## src/rtl/sevenseg_scan_ctrl_if.sv

```systemverilog
// Load-side handshake bundle for sevenseg_scan_ctrl: a packed hex value offered
// by the datapath (master) and accepted by the scan controller (slave).
interface sevenseg_scan_ctrl_if #(
    parameter int DIGITS = 4
);
    logic                  load_valid;
    logic                  load_ready;
    logic [4*DIGITS-1:0]   load_data;

    modport master (
        output load_valid,
        output load_data,
        input  load_ready
    );

    modport slave (
        input  load_valid,
        input  load_data,
        output load_ready
    );
endinterface

```

## src/rtl/sevenseg_scan_ctrl.sv

```systemverilog
// Time-multiplexed seven-segment scan controller with frame-aligned commit of a
// pending hex value. Define SEVENSEG_LZB_EN to enable leading-zero blanking.
module sevenseg_scan_ctrl #(
    parameter int DIGITS   = 4,
    parameter int PRESCALE = 1024,
    parameter int BLANK    = 16
) (
    input  logic                clk,
    input  logic                rst_n,
    sevenseg_scan_ctrl_if.slave load,
    output logic [6:0]          seg,
    output logic [DIGITS-1:0]   dig_en,
    output logic                frame_tick
);

    localparam int CW = (PRESCALE > 1) ? $clog2(PRESCALE) : 1;
    localparam int IW = (DIGITS > 1) ? $clog2(DIGITS) : 1;
    localparam int DW = 4 * DIGITS;

    typedef enum logic {
        ST_BLANK,
        ST_SHOW
    } state_t;

    state_t            state;
    state_t            state_next;
    logic [CW-1:0]     cnt;
    logic [CW-1:0]     cnt_next;
    logic [IW-1:0]     idx;
    logic [IW-1:0]     idx_next;
    logic [DW-1:0]     disp;
    logic [DW-1:0]     pend;
    logic              pend_full;
    logic              pend_full_next;
    logic              ready_q;
    logic [6:0]        seg_next;
    logic [DIGITS-1:0] dig_en_next;
    logic              ft_next;
    logic              accept;
    logic              commit;

    function automatic logic [6:0] decode(input logic [3:0] v);
        logic [6:0] s;
        case (v)
            4'h0:    s = 7'b1111110;
            4'h1:    s = 7'b0110000;
            4'h2:    s = 7'b1101101;
            4'h3:    s = 7'b1111001;
            4'h4:    s = 7'b0110011;
            4'h5:    s = 7'b1011011;
            4'h6:    s = 7'b1011111;
            4'h7:    s = 7'b1110000;
            4'h8:    s = 7'b1111111;
            4'h9:    s = 7'b1111011;
            4'hA:    s = 7'b1110111;
            4'hB:    s = 7'b0011111;
            4'hC:    s = 7'b1001110;
            4'hD:    s = 7'b0111101;
            4'hE:    s = 7'b1001111;
            default: s = 7'b1000111;
        endcase
        return s;
    endfunction

`ifdef SEVENSEG_LZB_EN
    // lz_blank[i]: digit i and everything above it are zero; digit 0 is never blanked
    logic [DIGITS-1:0] lz_blank;

    always_comb begin
        lz_blank = '0;
        for (int i = 1; i < DIGITS; i++) begin
            lz_blank[i] = ((disp >> (4 * i)) == '0);
        end
    end
`endif

    assign accept = load.load_valid && ready_q;
    assign commit = frame_tick && pend_full;
    assign load.load_ready = ready_q;

    always_comb begin
        pend_full_next = pend_full;
        if (commit) begin
            pend_full_next = 1'b0;
        end else if (accept) begin
            pend_full_next = 1'b1;
        end
    end

    always_comb begin
        state_next = state;
        idx_next   = idx;
        cnt_next   = cnt + 1'b1;
        if (cnt == CW'(PRESCALE - 1)) begin
            cnt_next = '0;
        end
        case (state)
            ST_BLANK: begin
                if (cnt == CW'(BLANK - 1)) begin
                    state_next = ST_SHOW;
                end
            end
            ST_SHOW: begin
                if (cnt == CW'(PRESCALE - 1)) begin
                    state_next = ST_BLANK;
                    idx_next   = (idx == IW'(DIGITS - 1)) ? '0 : idx + 1'b1;
                end
            end
            default: state_next = ST_BLANK;
        endcase

        // Outputs are computed for the upcoming cycle so they can be registered
        seg_next    = '0;
        dig_en_next = '0;
        ft_next     = (state_next == ST_SHOW) && (idx_next == IW'(DIGITS - 1)) &&
                      (cnt_next == CW'(PRESCALE - 1));
        if (state_next == ST_SHOW) begin
            dig_en_next[idx_next] = 1'b1;
            seg_next = decode(disp[{idx_next, 2'b00} +: 4]);
`ifdef SEVENSEG_LZB_EN
            if (lz_blank[idx_next]) begin
                seg_next = '0;
            end
`endif
        end
    end

    always_ff @(posedge clk or negedge rst_n) begin
        if (!rst_n) begin
            state      <= ST_BLANK;
            cnt        <= '0;
            idx        <= '0;
            seg        <= '0;
            dig_en     <= '0;
            frame_tick <= 1'b0;
        end else begin
            state      <= state_next;
            cnt        <= cnt_next;
            idx        <= idx_next;
            seg        <= seg_next;
            dig_en     <= dig_en_next;
            frame_tick <= ft_next;
        end
    end

    // Display register changes only at a frame boundary, so no frame mixes values
    always_ff @(posedge clk or negedge rst_n) begin
        if (!rst_n) begin
            disp      <= '0;
            pend      <= '0;
            pend_full <= 1'b0;
            ready_q   <= 1'b1;
        end else begin
            pend_full <= pend_full_next;
            ready_q   <= !pend_full_next;
            if (commit) begin
                disp <= pend;
            end
            if (accept) begin
                pend <= load.load_data;
            end
        end
    end

endmodule

```

## src/flat_wrapper.sv

```systemverilog
// flat-port wrapper written by rule: the top's interface ports become plain ports
module sevenseg_scan_ctrl_flat 
#(
    parameter int DIGITS   = 4,
    parameter int PRESCALE = 1024,
    parameter int BLANK    = 16
)
  (clk, rst_n, seg, dig_en, frame_tick, load_load_valid, load_load_data, load_load_ready);
  sevenseg_scan_ctrl_if #(.DIGITS(DIGITS)) load_i ();
  input  logic clk;
  input  logic rst_n;
  output logic [6:0] seg;
  output logic [DIGITS-1:0] dig_en;
  output logic frame_tick;
  input wire logic [$bits(load_i.load_valid)-1:0] load_load_valid;
  input wire logic [$bits(load_i.load_data)-1:0] load_load_data;
  output wire logic [$bits(load_i.load_ready)-1:0] load_load_ready;
  assign load_i.load_valid = load_load_valid;
  assign load_i.load_data = load_load_data;
  assign load_load_ready = load_i.load_ready;
  sevenseg_scan_ctrl #(.DIGITS(DIGITS), .PRESCALE(PRESCALE), .BLANK(BLANK)) u_core (.clk(clk), .rst_n(rst_n), .load(load_i), .seg(seg), .dig_en(dig_en), .frame_tick(frame_tick));
endmodule
```

## config.mk

```make
export PLATFORM = sky130hd
export DESIGN_NAME = sevenseg_scan_ctrl_flat
export DESIGN_NICKNAME = d
export VERILOG_FILES = /design/src/rtl/sevenseg_scan_ctrl_if.sv /design/src/rtl/sevenseg_scan_ctrl.sv /design/src/flat_wrapper.sv
export SDC_FILE = /design/constraint.sdc
export NUM_CORES = 1
export LEC_CHECK = 0
export CAP_MARGIN = 15
export CORE_UTILIZATION = 23
export DETAILED_ROUTE_END_ITERATION = 12
export PLACE_DENSITY = 0.44
export SETUP_SLACK_MARGIN = 0.4
export SYNTH_ARGS = -nofsm -noshare
export SYNTH_HDL_FRONTEND = slang
export SYNTH_SLANG_ARGS = --single-unit
```

## constraint.sdc

```tcl
create_clock -name clk -period 9 [get_ports clk]
set_clock_uncertainty 0.05 [all_clocks]
set_input_delay 1.35 -clock clk [delete_from_list [all_inputs] [get_ports clk]]
set_output_delay 1.35 -clock clk [all_outputs]
set_load 0.1 [all_outputs]
```

# == Word level (Yosys, flattened, before mapping) ==
# Memory sizes are Yosys's and may differ from the RTL's.
# Cells that the tools add are included.
# W data, S select, Z words.
# totals
mem_bits_ro,112
mem_count,1
out_inout_bits,13
word_cells,41
in_bits,19
reg_bits,59
# classes
bitwise_logic,1
n_shift,1
addsub,2
n_eq_ne,5
magnitude_cmp,2
reduce_logical,6
n_mux,13
# mem_list
name,words,word_bits,read_ports,rd_ports_with_merged_regs,write_ports,line_no,text
(name not given),16,7,1,0,0,sevenseg_scan_ctrl.sv:44,case (v)
# ops
operator,n
$eq A10 B10 Y1 const B,2
$shiftx A16 B5 Y4,1
$add A10 B1 Y10 const B,1
$eq A10 B4 Y1 const B,1
$mux W10,1
$mux W7,1
$mux W2,3
$logic_and A1 B1 Y1,5
$mux W1,5
$eq A2 B2 Y1 const B,2
$mux W4,1
$lt A2 B3 Y1 const B,1
$add A2 B1 Y2 const B,1
$demux W1 S2,1
$ge A2 B1 Y1 const B,1
$pmux W1 S2,1
$logic_not A1 Y1,1
$not A1 Y1,1

# == Depth between registers and ports, before layout ==
# Gate-level depths: netlist (run 1).
# logic_depth
ltp_word,9
ltp_mapped,13
mapped_depth_nobuf,12

# == Least setup slack after synthesis (run 1) ==
# Ideal clock, no wire load.
# synth_path
path_type,register -> register
startpoint,register u_core.cnt[0]
endpoint,register u_core.seg[0]
path_buffers,1
stages_incl_launch_ff,11
setup_slack_ps,5988
setup_ps,94
synth_period_minus_slack_ps,3012
required_time_ps,8856
arrival_ps,2868
path_cell_list,dfrtp_1 ha_1 nand3_1 nor4_1 mux2i_1 clkinv_1 a211oi_2 or2_1 buf_6 mux2_2 a221oi_2
# synth_between
elab_chain_cells,6
elab_cells_between_ends,10
cone_classes,eq/ne: 2; shift: 1; mux: 6; memory: 1
# synth_lines
item,line_no,text
from (decl),sevenseg_scan_ctrl.sv:27,logic [CW-1:0] cnt;
from (signal assigned),sevenseg_scan_ctrl.sv:138,cnt <= cnt_next;
$eq A10 B10 Y1,sevenseg_scan_ctrl.sv:104,if (cnt == CW'(PRESCALE - 1)) begin
$mux W2,sevenseg_scan_ctrl.sv:104,
$mux W2,sevenseg_scan_ctrl.sv:97,case (state)
net u_core.idx_next[0],sevenseg_scan_ctrl.sv:30,logic [IW-1:0] idx_next;
$shiftx A16 B5 Y4,sevenseg_scan_ctrl.sv:119,"seg_next = decode(disp[{idx_next, 2'b00} +: 4]);"
$mem_v2 Z16 W7,--,
$mux W7,sevenseg_scan_ctrl.sv:117,if (state_next == ST_SHOW) begin
net u_core.seg_next[0],sevenseg_scan_ctrl.sv:36,logic [6:0] seg_next;
to (signal assigned),sevenseg_scan_ctrl.sv:140,seg <= seg_next;
to (decl),sevenseg_scan_ctrl.sv:11,"output logic [6:0] seg,"
# The timed path passes the listed nets, and every way through them passes these cells.
# A chain may end at the register's enable or synchronous reset.

# == Final worst setup path (run 1) ==
# Same ends and word-level chain as after synthesis.

==> results of run 1 <==
[critical path, stage by stage (launching register included)]
cell and delay [ns]:
dfrtp_1 0.38, ha_1 0.21, nand3_1 0.22, nor4_1 0.36
mux2i_1 0.63, clkinv_1 0.35, a211oi_2 0.32, or2_1 0.37
mux2_2 0.39, a221oi_2 0.21
[stage by stage]
step           area (um^2)  hold slack [ns]  setup WS (ns)  utilization  std cells
2_1_floorplan         2710            0.385           5.99            -        211
4_1_cts               3470            0.414           5.43        0.302        395
3_3_place_gp          3160            0.408           5.63        0.276        379
5_1_grt               3470            0.469           5.03        0.302        395
3_5_place_dp          3160            0.401           5.41        0.276        379
6_report              3470            0.409           5.41        0.302        395
[layer usage]
layer	up-vias	wire (um)
met3	8	232
met4	0	69
li1	833	-
met5	-	0
met2	30	2470
met1	852	2620
[cell families (layout without fill, tap and decap cells)]
kind of cell | after synthesis | after routing | share of synthesized area
compound gates | 28 | 28 | 0.0951
xor+xnor | 7 | 7 | 0.0226
mux | 41 | 41 | 0.168
flops | 59 | 59 | 0.545
fa+ha+maj | 9 | 9 | 0.0416
buf+inv | 18 | 59 | 0.0328
simple gates | 49 | 49 | 0.0951
[synthesized netlist by cell type, drive strengths merged, types with 2 or more instances]
| cell | count | area share |
|---|---|---|
| and2 | 3 | 0.0088 |
| xor2 | 4 | 0.013 |
| mux2 | 35 | 0.15 |
| nor4 | 3 | 0.0069 |
| ha | 9 | 0.042 |
| a211oi | 3 | 0.012 |
| nand2 | 10 | 0.015 |
| nor3 | 4 | 0.0074 |
| a21boi | 5 | 0.014 |
| buf | 4 | 0.012 |
| and3 | 2 | 0.0046 |
| a211o | 2 | 0.0097 |
| xnor2 | 3 | 0.0097 |
| a221oi | 3 | 0.014 |
| clkbuf | 3 | 0.0042 |
| o21ai | 4 | 0.0074 |
| a21oi | 2 | 0.0037 |
| mux2i | 6 | 0.022 |
| nand4 | 2 | 0.0069 |
| inv | 10 | 0.016 |
| dfrtp | 58 | 0.54 |
| nor2 | 14 | 0.019 |
| o41ai | 2 | 0.0092 |
| nand3 | 7 | 0.013 |
[sequential cells by signal, summed over array words and instances (netlist names)]
register	cells
u_core.disp	16
u_core.pend	16
u_core.cnt	10
u_core.seg	7
u_core.dig_en	4
u_core.idx	2
u_core.frame_tick	1
u_core.load.load_ready	1
u_core.pend_full	1
u_core.state	1
[final cells by class]
cell class | count | area, um^2 | area share
multi-input cells | 134 | 1140 | 0.330
repair buffers | 32 | 313 | 0.0902
well taps | 143 | 179 | 0.0516
clock inverters | 6 | 80.1 | 0.0231
inverters | 11 | 46.3 | 0.0133
flip-flops and latches | 59 | 1480 | 0.426
clock buffers | 10 | 229 | 0.0660
[report_power, final]
part | total (mW) | internal, mW | switching [mW] | leakage (nW)
clock network | 0.356 | 0.240 | 0.116 | 0.156
logic | 0.0471 | 0.0301 | 0.0170 | 0.608
registers | 0.312 | 0.296 | 0.0152 | 0.724
[path summary, 6_finish.rpt]
| kind | startpoint | to | slack, ns |
|---|---|---|---|
| hold reg to reg | u_core.pend_full | u_core.load.load_ready | 0.41 |
| setup / recovery | u_core.cnt[0] | u_core.seg[0] | 5.41 |
| min in group asynchronous | rst_n | u_core.cnt[5] | 1.11 |
| max in group asynchronous | rst_n | u_core.disp[7] | 7.27 |
| hold / removal | u_core.pend_full | u_core.load.load_ready | 0.41 |
| setup reg to reg | u_core.cnt[0] | u_core.seg[0] | 5.41 |
==> flow_summary.yaml, run 1 <==
grt:
  overflow: 0
  grt_pass1_wl_um: 9030
  grtUsageMet3: 0.0357
  antenna_found_initial: 0
  grt_pass1_vias: 1700
  met1_usage: 0.122
  grt_max_degree: 60
  grt_util_met2: 0.146
  busiest_layer: "met2"
  grtUsageTotal: 0.0961
detailed_routing:
  routedWlPerCell_um: 13.6
  drt_pass1_iterations: 4
  drt-initial-drc-count: 31
  drc: 0
  viasPerCell: 4.36
  vias: 1723
  totalWireLength_um: 5390
  antenna_left: 0
worst_setup_path:
  required_ns: 9.18
  arrival_ns: 3.77
  critPathLaunchType: "register"
  worstRegToRegCells: 9
  endpoint_kind: "register"
  path_class: "register to register"
  cp_max_fo: 9
sta:
  tightest_slew_ns: 0.979
  hold_viol_final: 0
  final.setup.tns_ns: 0
  slew_violations: 0
  max_slew_margin: 0.346
  period_needed_ns: 3.59
  timing.final.crit_share: 0.399
  fmax_ghz: 0.279
  rsz0062_at_grt: "false"
  setup_violations: 0
placement:
  hpwl_um: 3770
  portBuffers: 31
  gp_congestion: 0.754
pwr:
  p_leak_nw: 1.49
  powerDensity_nw_per_um2: 206
  vdd_drop_max_mv: 0.0829
  total_power_mw: 0.715
synth:
  netlist-cell-type-count: 49
  yosysSeqAreaShare: 0.545
  syn_inst: 211
  synth_edf_count: 0
  synthFlopType: "dfrtp_1"
  synthArstFlopShare: 1.00
  synth_nets: 239
  synth-seq-cells: 59
  yosysWarnings: 0
  syn_area_um2: 2710
  synth_area_per_cell_um2: 12.8
min_path:
  holdPathStages: 1
  hp-class: "register to register"
die:
  core-area_um2: 11500
  initial_utilization: 0.236
  die-width_um: 111
  dieArea_um2: 12200
  ioPinCount: 32
  rows: 39
  fp.dieH_um: 111
outcome:
  status: "complete, no violations"
clocking:
  post_cts_resized: 0
  cts_tree: "done"
  htreeDepth: 3
  cts_hold_buf: 0
  clkSlewWorstSetupHoldPaths_ns: 0.05
  cts-root-buf: "clkbuf_16"
  clk_latency_ns: 0.32
  cts_buffers: 9
  cts_sinks: 59
  post_cts_buffers: 0
  clock_path_buffers: 2
finish:
  layout-drive-gt1-share: 0.270
  mostFrequentLayoutCell: "dfrtp_1"
  num-nets-final: 275
  layout_common_cells: "dfrtp_1 (58), mux2_2 (35), clkdlybuf4s50_1 (30)"
  fillers: 1167
  n_antenna_cell: 0
  synthToLayoutAreaGrowth_pct: 28.0
run:
  drv_cap: 0
No activity file was read; power rests on OpenSTA's default activity.
==> run 2: changes to the inputs <==
==> constraint.sdc (replaced) <==
create_clock -name clk -period 3.76 [get_ports clk]
set_clock_uncertainty 0.05 [all_clocks]
set_input_delay 0.564 -clock clk [delete_from_list [all_inputs] [get_ports clk]]
set_output_delay 0.564 -clock clk [all_outputs]
set_load 0.1 [all_outputs]
==> flow_summary.yaml, run 2 (synthesized netlist as in run 1, its figures left out) <==
finish:
  layout-drive-gt1-share: 0.285
  final-seq-area_um2: 1480
  mostFrequentLayoutCell: "dfrtp_1"
  n_antenna_cell: 0
  layout_common_cells: "dfrtp_1 (58), mux2_2 (35), clkdlybuf4s50_1 (30)"
  num-nets-final: 276
  final_core_util: 0.309
  synthToLayoutAreaGrowth_pct: 30.7
  final_area_um2: 3540
  fillers: 1147
  multi_input_area_um2: 1160
  top_regs: "u_core.disp: 16 flops, u_core.pend: 16 flops, u_core.cnt: 10 flops"
grt:
  grt_pass1_vias: 1705
  antenna_found_initial: 0
  overflow: 0
  grt_pass1_wl_um: 9050
  grtUsageTotal: 0.0970
  grt_max_degree: 41
detailed_routing:
  drt-initial-drc-count: 40
  drt_pass1_iterations: 4
  routedWlPerCell_um: 13.6
  antenna_left: 0
  totalWireLength_um: 5400
  viasPerCell: 4.35
  drc: 0
  vias: 1724
worst_setup_path:
  ff2ff_setup_slack_ns: 0.63
  path_class: "register to register"
  required_ns: 3.93
  endpoint_kind: "register"
  cp_max_fo: 8
  slowest_stage: "or4_4"
  startpoint: "u_core.cnt[0]"
  rr_startpoint: "u_core.cnt[0]"
  crit_buf_inv: 2
  cp.depth: 12
  r2r_end: "u_core.seg[1]"
  crit_top_cell: "ha_1"
  worstRegToRegCells: 12
  crit_chain: "ha_1 > nand3_2 > or4_4 > and2_4 > inv_6 > mux2i_1 > mux2_2 > inv_1 > ha_1 > nor3_1 > a21oi_1 > a221oi_1"
  arrival_ns: 3.29
  critPathLaunchType: "register"
  cp_top_family: "simple AND/OR/NAND/NOR gates"
  slowest_delay_ns: 0.54
die:
  fp.dieH_um: 111
  core-area_um2: 11500
  ioPinCount: 32
  die-width_um: 111
  rows: 39
  dieArea_um2: 12200
  initial_utilization: 0.236
run:
  drv_cap: 0
clocking:
  cts_sinks: 59
  clock_path_buffers: 2
  cts-root-buf: "clkbuf_16"
  clk_latency_ns: 0.33
  htreeDepth: 3
  cts_tree: "done"
  cts_hold_buf: 0
  cts_buffers: 9
  clkSlewWorstSetupHoldPaths_ns: 0.05
sta:
  tightest_slew_ns: 0.991
  period_needed_ns: 3.13
  timing.final.crit_share: 0.832
  slew_violations: 0
  hold_viol_final: 0
  max_slew_margin: 0.338
  setup_violations: 0
  rsz0062_at_grt: "false"
  fmax_ghz: 0.320
  final.setup.tns_ns: 0
pwr:
  powerDensity_nw_per_um2: 519
  vdd_drop_max_mv: 0.202
  p_leak_nw: 1.52
  total_power_mw: 1.84
min_path:
  hp-class: "primary input to asynchronous set/reset pin"
placement:
  hpwl_um: 3890
  gp_congestion: 0.770
  portBuffers: 31
  place_area_um2: 3170
outcome:
  status: "complete, no violations"
[run 2: worst max path at each step]
stage	to	slack (ns)
2_1_floorplan	u_core.seg[0]	0.75
3_3_place_gp	u_core.seg[1]	0.57
3_5_place_dp	u_core.seg[1]	0.56
4_1_cts	u_core.seg[1]	0.54
5_1_grt	u_core.seg[1]	0.45
6_report	u_core.seg[1]	0.63
[run 2: power by group]
part           switching [mW]  internal, mW
Combinational          0.0409        0.0721
Clock                   0.281         0.700
Sequential             0.0352         0.709
[run 2: stage by stage]
step                      hold slack (ns)  worst slack [ns]  instances
final                               0.309             0.632        396
after global routing                0.407             0.454        396
after CTS                           0.351             0.540        396
after detailed placement            0.418             0.560        380
after global placement              0.411             0.566        380
after floorplan                     0.218             0.748        211
[run 2: area by class of cell]
cell class,instances,area share
Clock buffer,12,0.0753
Clock inverter,4,0.0269
Inverter,11,0.0131
Multi-Input combinational cell,134,0.327
Sequential cell,59,0.417
Tap cell,143,0.0505
Timing Repair Buffer,33,0.0905
[run 2: what timing repair did]
action,in CTS,in global routing
endpoints found under the setup margin,0,3
setup buffers,0,0
resized for setup,0,2
hold endpoints to repair,0,0
[run 2: per-layer routing]
metal | track usage | vias up | part of all wire
li1 | - | 846 | -
met1 | 0.129 | 831 | 0.49
met2 | 0.135 | 37 | 0.44
met3 | 0.0280 | 10 | 0.045
met4 | 0.0667 | 0 | 0.028
met5 | 0 | - | 0
==> run 3: changes to the inputs <==
--- a/config.mk
+++ b/config.mk
@@ -8,7 +8,7 @@
 export CAP_MARGIN = 15
 export CORE_UTILIZATION = 23
 export DETAILED_ROUTE_END_ITERATION = 12
-export PLACE_DENSITY = 0.44
+export PLACE_DENSITY = 0.45
 export SETUP_SLACK_MARGIN = 0.4
 export SYNTH_ARGS = -nofsm -noshare
 export SYNTH_HDL_FRONTEND = slang
==> constraint.sdc (replaced) <==
create_clock -name clk -period 2.5 [get_ports clk]
set_clock_uncertainty 0.05 [all_clocks]
set_input_delay 0.375 -clock clk [delete_from_list [all_inputs] [get_ports clk]]
set_output_delay 0.375 -clock clk [all_outputs]
set_load 0.1 [all_outputs]
==> flow_summary.yaml, run 3 (synthesized netlist as in run 1, its figures left out) <==
die:
  fp.dieH_um: 111
  rows: 39
  die-width_um: 111
  dieArea_um2: 12200
  ioPinCount: 32
  initial_utilization: 0.236
  core-area_um2: 11500
worst_setup_path:
  crit_chain: "ha_1 > nand3_1 > or4_4 > and2_4 > inv_6 > mux2i_2 > mux2_4 > inv_4 > ha_4 > a21boi_4 > a2111oi_4 > a41o_1"
  cp_top_family: "simple AND/OR/NAND/NOR gates"
  cp_max_fo: 5
  arrival_ns: 2.92
  critPathLaunchType: "register"
  slowest_stage: "or4_4"
  path_class: "register to register"
  crit_buf_inv: 2
  required_ns: 2.67
  slowest_delay_ns: 0.42
  ff2ff_setup_slack_ns: -0.25
  endpoint_kind: "register"
detailed_routing:
  routedWlPerCell_um: 13.8
  drc: 0
  antenna_left: 0
  drt_pass1_iterations: 4
  viasPerCell: 4.28
  drt-initial-drc-count: 25
  totalWireLength_um: 6110
  vias: 1898
grt:
  grt_pass1_vias: 2037
  antenna_found_initial: 0
  grtUsageTotal: 0.109
  overflow: 0
  grt_pass1_wl_um: 10600
  grt_max_degree: 38
clocking:
  cts_buffers: 9
  cts_sinks: 59
  cts_tree: "done"
  htreeDepth: 3
  clkSlewWorstSetupHoldPaths_ns: 0.06
  clk_latency_ns: 0.32
  cts-root-buf: "clkbuf_16"
  clock_path_buffers: 2
sta:
  max_slew_margin: 0.547
  period_needed_ns: 2.75
  slew_violations: 0
  timing.final.crit_share: 1.10
  rsz0062_at_grt: "true"
  fmax_ghz: 0.364
  finalWorstSetupSlack_ns: -0.250
  setup_violations: 7
  tightest_slew_ns: 0.677
  hold_viol_final: 0
outcome:
  status: "complete, but fails checks"
  violations: "negative setup slack"
finish:
  synthToLayoutAreaGrowth_pct: 51.2
  fillers: 1097
  layout-drive-gt1-share: 0.523
  layout_common_cells: "dfrtp_1 (58), buf_4 (51), mux2_2 (32)"
  top_regs: "u_core.disp: 16 flops, u_core.pend: 16 flops, u_core.cnt: 10 flops"
  num-nets-final: 323
  n_antenna_cell: 0
  mostFrequentLayoutCell: "dfrtp_1"
  final-seq-area_um2: 1480
  multi_input_area_um2: 1400
placement:
  portBuffers: 31
  hpwl_um: 4270
  gp_congestion: 0.780
  place_ws_ns: -0.329
pwr:
  powerDensity_nw_per_um2: 612
  total_power_mw: 2.51
  vdd_drop_max_mv: 0.286
  p_leak_nw: 1.78
run:
  drv_cap: 0
min_path:
  hp-class: "register to register"
==> run 3: area by class of cell <==
cell class,instances,share of cell area
Sequential cell,59,0.362
Clock buffer,11,0.0592
Multi-Input combinational cell,134,0.341
Timing Repair Buffer,80,0.169
Tap cell,143,0.0437
Clock inverter,5,0.0128
Inverter,11,0.0128
==> run 3: worst reg2reg max path: cells and delay by family, from the launching register on <==
kind / cells / cell delay, ns
simple gates: 3 / 0.69
buf+inv: 2 / 0.13
flops: 1 / 0.39
fa+ha+maj: 2 / 0.53
compound gates: 3 / 0.44
mux: 2 / 0.42
==> run 3: path summary, 6_finish.rpt <==
| kind | start | cells after the start | endpoint |
|---|---|---|---|
| min reg2reg | u_core.pend_full | 1 | u_core.load.load_ready |
| max in group asynchronous | rst_n | 3 | u_core.disp[0] |
| min | u_core.pend_full | 1 | u_core.load.load_ready |
| max reg2reg | u_core.idx[0] | 12 | u_core.seg[3] |
| min in group asynchronous | rst_n | 2 | u_core.cnt[5] |
| max | u_core.idx[0] | 12 | u_core.seg[3] |
==> run 3: where the power goes <==
| part | total [mW] | internal [mW] | switching (mW) |
|---|---|---|---|
| clock network | 1.21 | 0.792 | 0.415 |
| logic | 0.174 | 0.112 | 0.0626 |
| registers | 1.13 | 1.07 | 0.0590 |
==> run 3: repair_timing <==
item	4_1_cts	5_1_grt
endpoints found under the hold margin	7	0
resized for setup	32	15
pin swaps	14	13
hold buffers	1	0
buffers inserted	9	4
endpoints found under the setup margin	8	8
==> run 3: per-layer routing <==
layer  global-route usage  up-vias  share of wire
met2                0.170       27           0.48
met3               0.0285        7          0.033
li1                     -      925              -
met1                0.142      939           0.47
met4               0.0507        0          0.016
met5                    0        -              0
==> run 3: metrics by stage <==
stage | TNS, ns | hold WS [ns] | instances | cell area (um^2) | util
after global placement | -1.22 | 0.341 | 413 | 3470 | 0.303
final | -1.53 | 0.422 | 443 | 4100 | 0.357
after floorplan | -1.39 | 0.0294 | 211 | 2790 | -
after detailed placement | -1.75 | 0.345 | 413 | 3470 | 0.303
after global routing | -2.21 | 0.464 | 443 | 4100 | 0.357
after CTS | -1.54 | 0.426 | 439 | 3990 | 0.348
